--- src/rtl/fb_write_packer.sv ---
//==============================================================================
// Module      : fb_write_packer
// Description : Packs a pixel stream into 4-pixel, 128-bit DDR3 write requests
//               and buffers them in a small FIFO toward the memory arbiter.
// Revision    : 1.0 - initial release
//==============================================================================
`default_nettype none

module fb_write_packer #(
    parameter int WIDTH      = 640,
    parameter int HEIGHT     = 480,
    parameter int COLOR_BITS = 18,
    parameter int DEPTH      = 4
) (
    input  logic                       clk_x1,
    input  logic                       ddr_rst,
    input  logic [10:0]                fb_width,
    input  logic [9:0]                 fb_height,
    input  logic                       fb_vsync,
    input  logic                       fb_we,
    input  logic [COLOR_BITS-1:0]      fb_data,
    output logic                       wr_valid,
    input  logic                       wr_ready,
    output logic [27:0]                wr_addr,
    output logic [127:0]               wr_data,
    output logic                       overflow,
    output logic [$clog2(DEPTH):0]     fifo_level
);

    localparam int                c_ptr_w  = $clog2(DEPTH);
    localparam logic [c_ptr_w:0]  c_depth  = (c_ptr_w + 1)'(DEPTH);
    localparam logic [10:0]       c_max_w  = 11'(WIDTH);
    localparam logic [9:0]        c_max_h  = 10'(HEIGHT);
    localparam logic [27:0]       c_pitch  = 28'(WIDTH);

    // ------------------------------------------------------------------
    // Pixel coordinates and accumulator
    // ------------------------------------------------------------------
    logic [10:0]           r_x;
    logic [9:0]            r_y;
    logic [COLOR_BITS-1:0] r_acc [4];

    logic [10:0]           w_x;
    logic [9:0]            w_y;
    logic [10:0]           w_width;
    logic [9:0]            w_height;
    logic                  w_last_px;
    logic                  w_last_row;
    logic                  w_done;
    logic [27:0]           w_chunk_addr;
    logic [127:0]          w_chunk_data;
    logic [COLOR_BITS-1:0] w_slot_val [4];

    // A vsync arriving with a pixel makes that pixel (0,0) of the new frame.
    assign w_x = fb_vsync ? 11'd0 : r_x;
    assign w_y = fb_vsync ? 10'd0 : r_y;

    // Out-of-range geometry is clamped so addresses never leave the pitch.
    assign w_width  = (fb_width  > c_max_w) ? c_max_w : fb_width;
    assign w_height = (fb_height > c_max_h) ? c_max_h : fb_height;

    assign w_last_px  = ({1'b0, w_x} + 12'd1) >= {1'b0, w_width};
    assign w_last_row = ({1'b0, w_y} + 11'd1) >= {1'b0, w_height};
    assign w_done     = fb_we && ((w_x[1:0] == 2'b11) || w_last_px);

    // The completing pixel shares its line and chunk base with slot 0.
    assign w_chunk_addr = ({18'd0, w_y} * c_pitch + {17'd0, w_x[10:2], 2'b00}) << 1;

    generate
        for (genvar i = 0; i < 4; i++) begin : g_slot
            assign w_slot_val[i] = (2'(i) <  w_x[1:0]) ? r_acc[i] :
                                   (2'(i) == w_x[1:0]) ? fb_data  :
                                   {COLOR_BITS{1'b0}};
            assign w_chunk_data[32*i +: 32] = {{(32-COLOR_BITS){1'b0}}, w_slot_val[i]};
        end
    endgenerate

    always_ff @(posedge clk_x1 or posedge ddr_rst) begin
        if (ddr_rst) begin
            r_x <= 11'd0;
            r_y <= 10'd0;
        end else if (fb_we) begin
            if (w_last_px) begin
                r_x <= 11'd0;
                r_y <= w_last_row ? 10'd0 : (w_y + 10'd1);
            end else begin
                r_x <= w_x + 11'd1;
                r_y <= w_y;
            end
        end else if (fb_vsync) begin
            r_x <= 11'd0;
            r_y <= 10'd0;
        end
    end

    always_ff @(posedge clk_x1 or posedge ddr_rst) begin
        if (ddr_rst) begin
            for (int i = 0; i < 4; i++) r_acc[i] <= '0;
        end else begin
            if (fb_vsync || w_done) begin
                for (int i = 0; i < 4; i++) r_acc[i] <= '0;
            end
            if (fb_we && !w_done) begin
                r_acc[w_x[1:0]] <= fb_data;
            end
        end
    end

    // ------------------------------------------------------------------
    // Write-request FIFO
    // ------------------------------------------------------------------
    logic [c_ptr_w:0] r_wptr;
    logic [c_ptr_w:0] r_rptr;
    logic             r_overflow;
    logic [27:0]      r_mem_addr [DEPTH];
    logic [127:0]     r_mem_data [DEPTH];

    logic [c_ptr_w:0] w_level;
    logic             w_full;
    logic             w_pop;
    logic             w_push;
    logic             w_drop;

    assign w_level = r_wptr - r_rptr;
    assign w_full  = (w_level == c_depth);
    assign w_pop   = wr_valid && wr_ready;
    // A pop in the same cycle frees the slot the new chunk lands in.
    assign w_push  = w_done && (!w_full || w_pop);
    assign w_drop  = w_done && w_full && !w_pop;

    always_ff @(posedge clk_x1) begin
        if (w_push) begin
            r_mem_addr[r_wptr[c_ptr_w-1:0]] <= w_chunk_addr;
            r_mem_data[r_wptr[c_ptr_w-1:0]] <= w_chunk_data;
        end
    end

    always_ff @(posedge clk_x1 or posedge ddr_rst) begin
        if (ddr_rst) begin
            r_wptr     <= '0;
            r_rptr     <= '0;
            r_overflow <= 1'b0;
        end else begin
            if (w_push) r_wptr <= r_wptr + 1'b1;
            if (w_pop)  r_rptr <= r_rptr + 1'b1;
            if (w_drop) r_overflow <= 1'b1;
        end
    end

    // Head is gated so an empty FIFO presents zeros, not stale storage.
    assign wr_valid   = (w_level != '0);
    assign wr_addr    = wr_valid ? r_mem_addr[r_rptr[c_ptr_w-1:0]] : 28'd0;
    assign wr_data    = wr_valid ? r_mem_data[r_rptr[c_ptr_w-1:0]] : 128'd0;
    assign overflow   = r_overflow;
    assign fifo_level = w_level;

endmodule

`default_nettype wire

--- config.mk ---
export PLATFORM = sky130hd
export DESIGN_NAME = fb_write_packer
export DESIGN_NICKNAME = d
export VERILOG_FILES = /design/src/rtl/fb_write_packer.sv
export SDC_FILE = /design/constraint.sdc
export NUM_CORES = 1
export LEC_CHECK = 0
export CORE_MARGIN = 5
export CORE_UTILIZATION = 57
export CTS_CLUSTER_SIZE = 8
export DETAILED_ROUTE_END_ITERATION = 7
export MAX_ROUTING_LAYER = met4
export PLACE_DENSITY_LB_ADDON = 0.3
export SETUP_SLACK_MARGIN = 0.2
export SLEW_MARGIN = 20
export SYNTH_ARGS = -nofsm -noshare
export SYNTH_HDL_FRONTEND = slang
export SYNTH_SLANG_ARGS = --single-unit
--- constraint.sdc ---
create_clock -name clk_x1 -period 9.65 [get_ports clk_x1]
set_input_delay 1.4475 -clock clk_x1 [delete_from_list [all_inputs] [get_ports clk_x1]]
set_output_delay 1.4475 -clock clk_x1 [all_outputs]
set_load 0.05 [all_outputs]
After elaboration in Yosys (flattened, before gate mapping)
Memory sizes are Yosys's and may differ from the RTL's.
Cells that the tools add are included.
- register bits after elaboration: 100
- RAM bits: 372
- input bits: 44
- output and inout port bits: 161
- word-level logic and storage cells: 77
- memories kept: 2
- memory list (memory ; depth ; width ; read ports ; clocked after memory_dff ; wr ports ; line ; RTL):
    r_mem_data ; 4 ; 72 ; 1 ; 0 ; 1 ; 116 ; logic [127:0] r_mem_data [DEPTH];
    r_mem_addr ; 4 ; 21 ; 1 ; 0 ; 1 ; 115 ; logic [27:0] r_mem_addr [DEPTH];
- add/sub/neg operators: 8
- multipliers: 1
- order comparisons: 10
- equal/unequal tests: 5
- mux-type cells: 26
- bitwise operators: 1
- reduce and logical (&&, ||, !) cells: 15
- operator list (operator ; count):
    $mux 18 ; 9
    $mux 72 ; 2
    $mux 128 ; 1
    $bwmux 72 ; 1
    $mux 10 ; 5
    $mux 11 ; 4
    $demux 18 s2 ; 1
    $mux 28 ; 1
    $add 20x11->21 ; 1
    $mul 10x3->13 const B ; 1
    $add 11x1->12 const B ; 1
    $ge 12x11->1 ; 1
    $add 10x1->11 const B ; 1
    $add 11x1->11 const B ; 1
    $ge 11x10->1 ; 1
    $gt 11x10->1 const B ; 1
    $add 10x1->10 const B ; 1
    $gt 10x9->1 const B ; 1
    $logic_and 1x1->1 ; 7
    $add 3x1->3 const B ; 2
    $eq 2x2->1 const A ; 2
    $lt 1x2->1 const A ; 2
    $lt 2x2->1 const A ; 2
    $eq 3x3->1 const B ; 1
    other kinds (11) ; 16

Longest topological paths before layout
- word-level depth: 9
- depth in mapped cells: 19
- gate-level depth less buffers: 15

Worst setup path after synthesis
Ideal clock, no wire load.
- path type: in2reg
- from: in fb_vsync
- to: mem r_mem_addr[3][10] (netlist bit), enable pin
- setup time: 544 ps
- arrival: 8115 ps
- required time: 9106 ps
- path slack: 991 ps
- stages: 15
- path buffers: 3
- path through: clkbuf_1 nor2b_1 clkbuf_1 clkbuf_1 ha_1 nand3_1 nor2_1 and3_1 nand3_1 xnor2_1 ha_1 nand3_1 a211oi_1 nor4_1 nor2_1
- longest elaborated chain between the ends: 8
- elaborated cells between the ends (all ways): 9
- classes of those cells: add/sub (1); order compare (1); eq/ne (1); mux (3); reduce/logical (3)
- ends and longest elaborated chain (element ; line ; RTL):
    from (decl) ; 19 ; input logic fb_vsync,
    $mux 11 (*) ; - ;
    $add 11x1->12 ; 62 ; assign w_last_px = ({1'b0, w_x} + 12'd1) >= {1'b0, w_width};
    $ge 12x11->1 ; 62 ;
    $logic_or 1x1->1 (*) ; 64 ; assign w_done = fb_we && ((w_x[1:0] == 2'b11) || w_last_px);
    $logic_and 1x1->1 (*) ; 64 ;
    $logic_and 1x1->1 (*) ; 128 ; assign w_push = w_done && (!w_full || w_pop);
    $mux 1 (*) ; 132 ; if (w_push) begin
    $mux 1 (not written as such) (*) ; 133 ; r_mem_addr[r_wptr[c_ptr_w-1:0]] <= w_chunk_addr;
    to (decl) ; 115 ;
Mark *: on every way between the ends. The rest lies on a longest branch, timed or not.

Final worst setup path
- from: in fb_vsync
- to: mem r_mem_data[2][30] (netlist bit), enable pin
- longest elaborated chain between the ends: 8
- elaborated cells between the ends (all ways): 9
- classes of those cells: add/sub (1); order compare (1); eq/ne (1); mux (3); reduce/logical (3)
- ends and longest elaborated chain (element ; line ; RTL):
    $mux 11 (*) ; - ;
    $add 11x1->12 ; 62 ;
    $ge 12x11->1 ; 62 ;
    $logic_or 1x1->1 (*) ; 64 ;
    $logic_and 1x1->1 (*) ; 64 ;
    $logic_and 1x1->1 (*) ; 128 ;
    $mux 1 (*) ; 132 ;
    $mux 1 (not written as such) (*) ; 134 ; r_mem_data[r_wptr[c_ptr_w-1:0]] <= w_chunk_data;
    to (decl) ; 116 ;
Marked as above.

==> flow_summary.ini <==
[detailed_routing]
num_vias = 12133
post_drt_wl_per_cell_um = 22.2
finalWirelength_mm = 45.9
initialDrtViolationCount = 770
drt_pass1_iterations = 5
avgViaCountPerCell = 5.87
drc = 0
ant_nets = 0

[setup_path]
cp_data_required_time_ns = 9.88
critPathTopFamily = simple AND/OR/NAND/NOR gates
critical-path-max-stage-delay_ns = 0.95
critPathCaptureType = flop
path_cells = clkdlybuf4s50_1, nor2b_2, buf_4, ha_1, nand3_1, nor2_1, and3_1, nand3_1, xnor2_1, ha_1, nand3_1, a211oi_1, or4_1, and3_1, and2_4, buf_12
setup.worst_path.start_class = input pin
cpMostUsedCell = nand3_1
cp_num_buf_inv = 3
worstPathMaxFanout = 51
path_class = input pin to flop
cp_data_arrival_time_ns = 7.12
cp_slowest_cell = ha_1

[floorplan]
dieWidth_um = 200
dieArea_um2 = 39900
boundaryPins = 205
die_y_um = 200
design.core.area_um2 = 35600
initial_core_util_pct = 57.7
rows = 69

[power]
pwr-share-clk_pct = 26.1
finalPower_uw = 7440
internal_power_uw = 4500
vdd_drop_max_mv = 0.608
switching_share_pct = 39.6
pwr-share-comb_pct = 44.1
seqPwrFrac_pct = 29.9
leakagePower_uw = 0.00895
p_switching_uw = 2940
power.density_nw_per_um2 = 311

[clock_network]
ctsResizeCount = 0
cts_tree = done
cts_setup_buffers = 0
ctsHtreeMaxLevel = 2
clockBufferDepth = 3
numCtsBuffers = 61
root_buffer = clkbuf_16
ctsHoldBuffers = 0
cts.sinks = 446
clk_latency_ns = 0.58
clk_pin_slew_ns = 0.05

[cells_and_area]
stdcell_count = 2067
fin_nets = 1654
seqCellArea_um2 = 13000
area_growth_pct = 16.7
fillers = 2427
n_antenna_cell = 0
drive_gt1_share_pct = 14.6
multi_input_area_um2 = 6920
final_util_pct = 67.4

[sta]
finalSetupTns_ns = 0
slew_headroom_pct = 27.0
finalMaxSlewViolations = 0
fin_crit_sh_pct = 71.4
max_freq_ghz = 0.145
worst_pin_slew_ns = 1.10
hold_viol_final = 0
fin_skew_ns = 0.0223
setup_viol = 0
period_needed_ns = 6.89
rsz0062_at_grt = false

[logic_synthesis]
yosys_warnings = 0
syn_inst = 1405
synth_common_cells = edfxtp_1 (364), nand2_1 (144), and2_1 (118)
ys_types = 63
ys_seq_elements = 446
synth_flop_cell = edfxtp_1
synth_edf_count = 364
synthTopCellsByArea = edfxtp_1 (53%), dfrtp_1 (10%), mux4_2 (10%)
synthArstFlopShare_pct = 18.4
syn_area_um2 = 20500
synth_top_area_cell = edfxtp_1
yosysMostFrequentCell = edfxtp_1
ys_seq_area_share_pct = 63.2
synth_top_cell_area_share_pct = 53.2
avgSynthCellArea_um2 = 14.6

[run]
max-cap-violations = 0

[global_route]
grt_max_degree = 95
overflow = 0
grt_usage_pct = 23.7
antenna_found_initial = 0
grt_pass1_vias = 12314
grt_pass1_wl_mm = 70.3

[hold_path]
min_path_type = flop to flop

[placement]
numPortBuffers = 139
place_congestion = 0.874
place_inst = 1951
dp_hpwl_mm = 29.0

[status]
status = finished clean
power by group through the flow:
stage	Combinational, uW	Clock, uW	Sequential [uW]
3_3_place_gp	3290	0	2260
6_report	3280	1940	2220
2_1_floorplan	2400	0	2180
5_1_grt	3450	2070	2230
4_1_cts	3330	1970	2230
3_5_place_dp	3300	0	2260
flip-flops by register name, summed over array words and instances, names as in the netlist:
name        cells
r_mem_addr     76
r_acc          54
r_x            11
r_rptr          3
r_mem_data    288
r_wptr          3
overflow        1
r_y            10
layout make-up:
class | instances | share of cell area, %
clock buffer | 112 | 7.21
multi-input combinational | 858 | 28.9
sequential | 446 | 54.2
timing repair buffer | 158 | 6.69
clock inverter | 3 | 0.157
tap | 461 | 2.41
inverter | 29 | 0.459
through the flow:
step,instance area [um^2],hold slack (ns),setup slack (ns)
2_1_floorplan,20800,0.462,0.991
3_3_place_gp,22200,0.480,2.50
3_5_place_dp,22200,0.482,2.28
4_1_cts,23900,0.490,2.82
5_1_grt,24000,0.508,2.37
6_report,24000,0.489,2.76
path summary, 6_finish.rpt:
check	end	from	cells after the start	slack, ns
worst max register to register	r_mem_data[2][30]	r_x[1]	15	3.99
max in group asynchronous	r_acc[43]	ddr_rst	4	7.69
min in group asynchronous	r_y[3]	ddr_rst	2	1.09
worst max-delay path	r_mem_data[2][30]	fb_vsync	16	2.76
worst min register to register	r_wptr[2]	r_wptr[2]	1	0.49
worst min-delay path	r_wptr[2]	r_wptr[2]	1	0.49
cell families after synthesis:
group                    after synthesis  share of synthesized area (%)
multiplexers                         113                           11.2
flip-flops                           446                           63.2
AND/OR/NAND/NOR                      395                           9.70
adder cells (fa/ha/maj)               56                           3.52
AO/OA/AOI/OAI                        191                           6.43
XOR/XNOR                              32                           1.36
other                                  2                         0.0366
buffers and inverters                170                           4.56
layer usage:
| metal | track usage (%) | part of all wire, % | vias up |
|---|---|---|---|
| li1 | - | - | 5452 |
| met2 | 39.6 | 52 | 407 |
| met4 | 8.28 | 3.4 | 0 |
| met5 | - | 0 | - |
| met1 | 30.3 | 39 | 6188 |
| met3 | 3.29 | 5.3 | 86 |
placed cells by master, fill, tap and decap left out, types with 4 or more instances in the layout:
master and instances:
a21o_1 24, inv_1 27, mux4_2 91, clkbuf_16 61
nor2_1 34, o2bb2ai_1 5, nand3_1 15, a32o_1 17
dfrtp_1 80, and3_1 5, nor3_1 25, buf_12 4
xor2_1 18, a22o_1 5, o21ai_0 53, conb_1 71
a31oi_1 5, edfxtp_1 364, a21oi_1 39, nor3b_1 4
ha_1 52, nand4_1 7, nand2b_1 8, clkdlybuf4s50_1 139
and2_1 115, buf_4 14, mux2_2 20, nor2b_1 14
a31o_2 19, xnor2_1 14, clkbuf_1 50, nand2_1 144
Power figures use the tool's default switching activity.
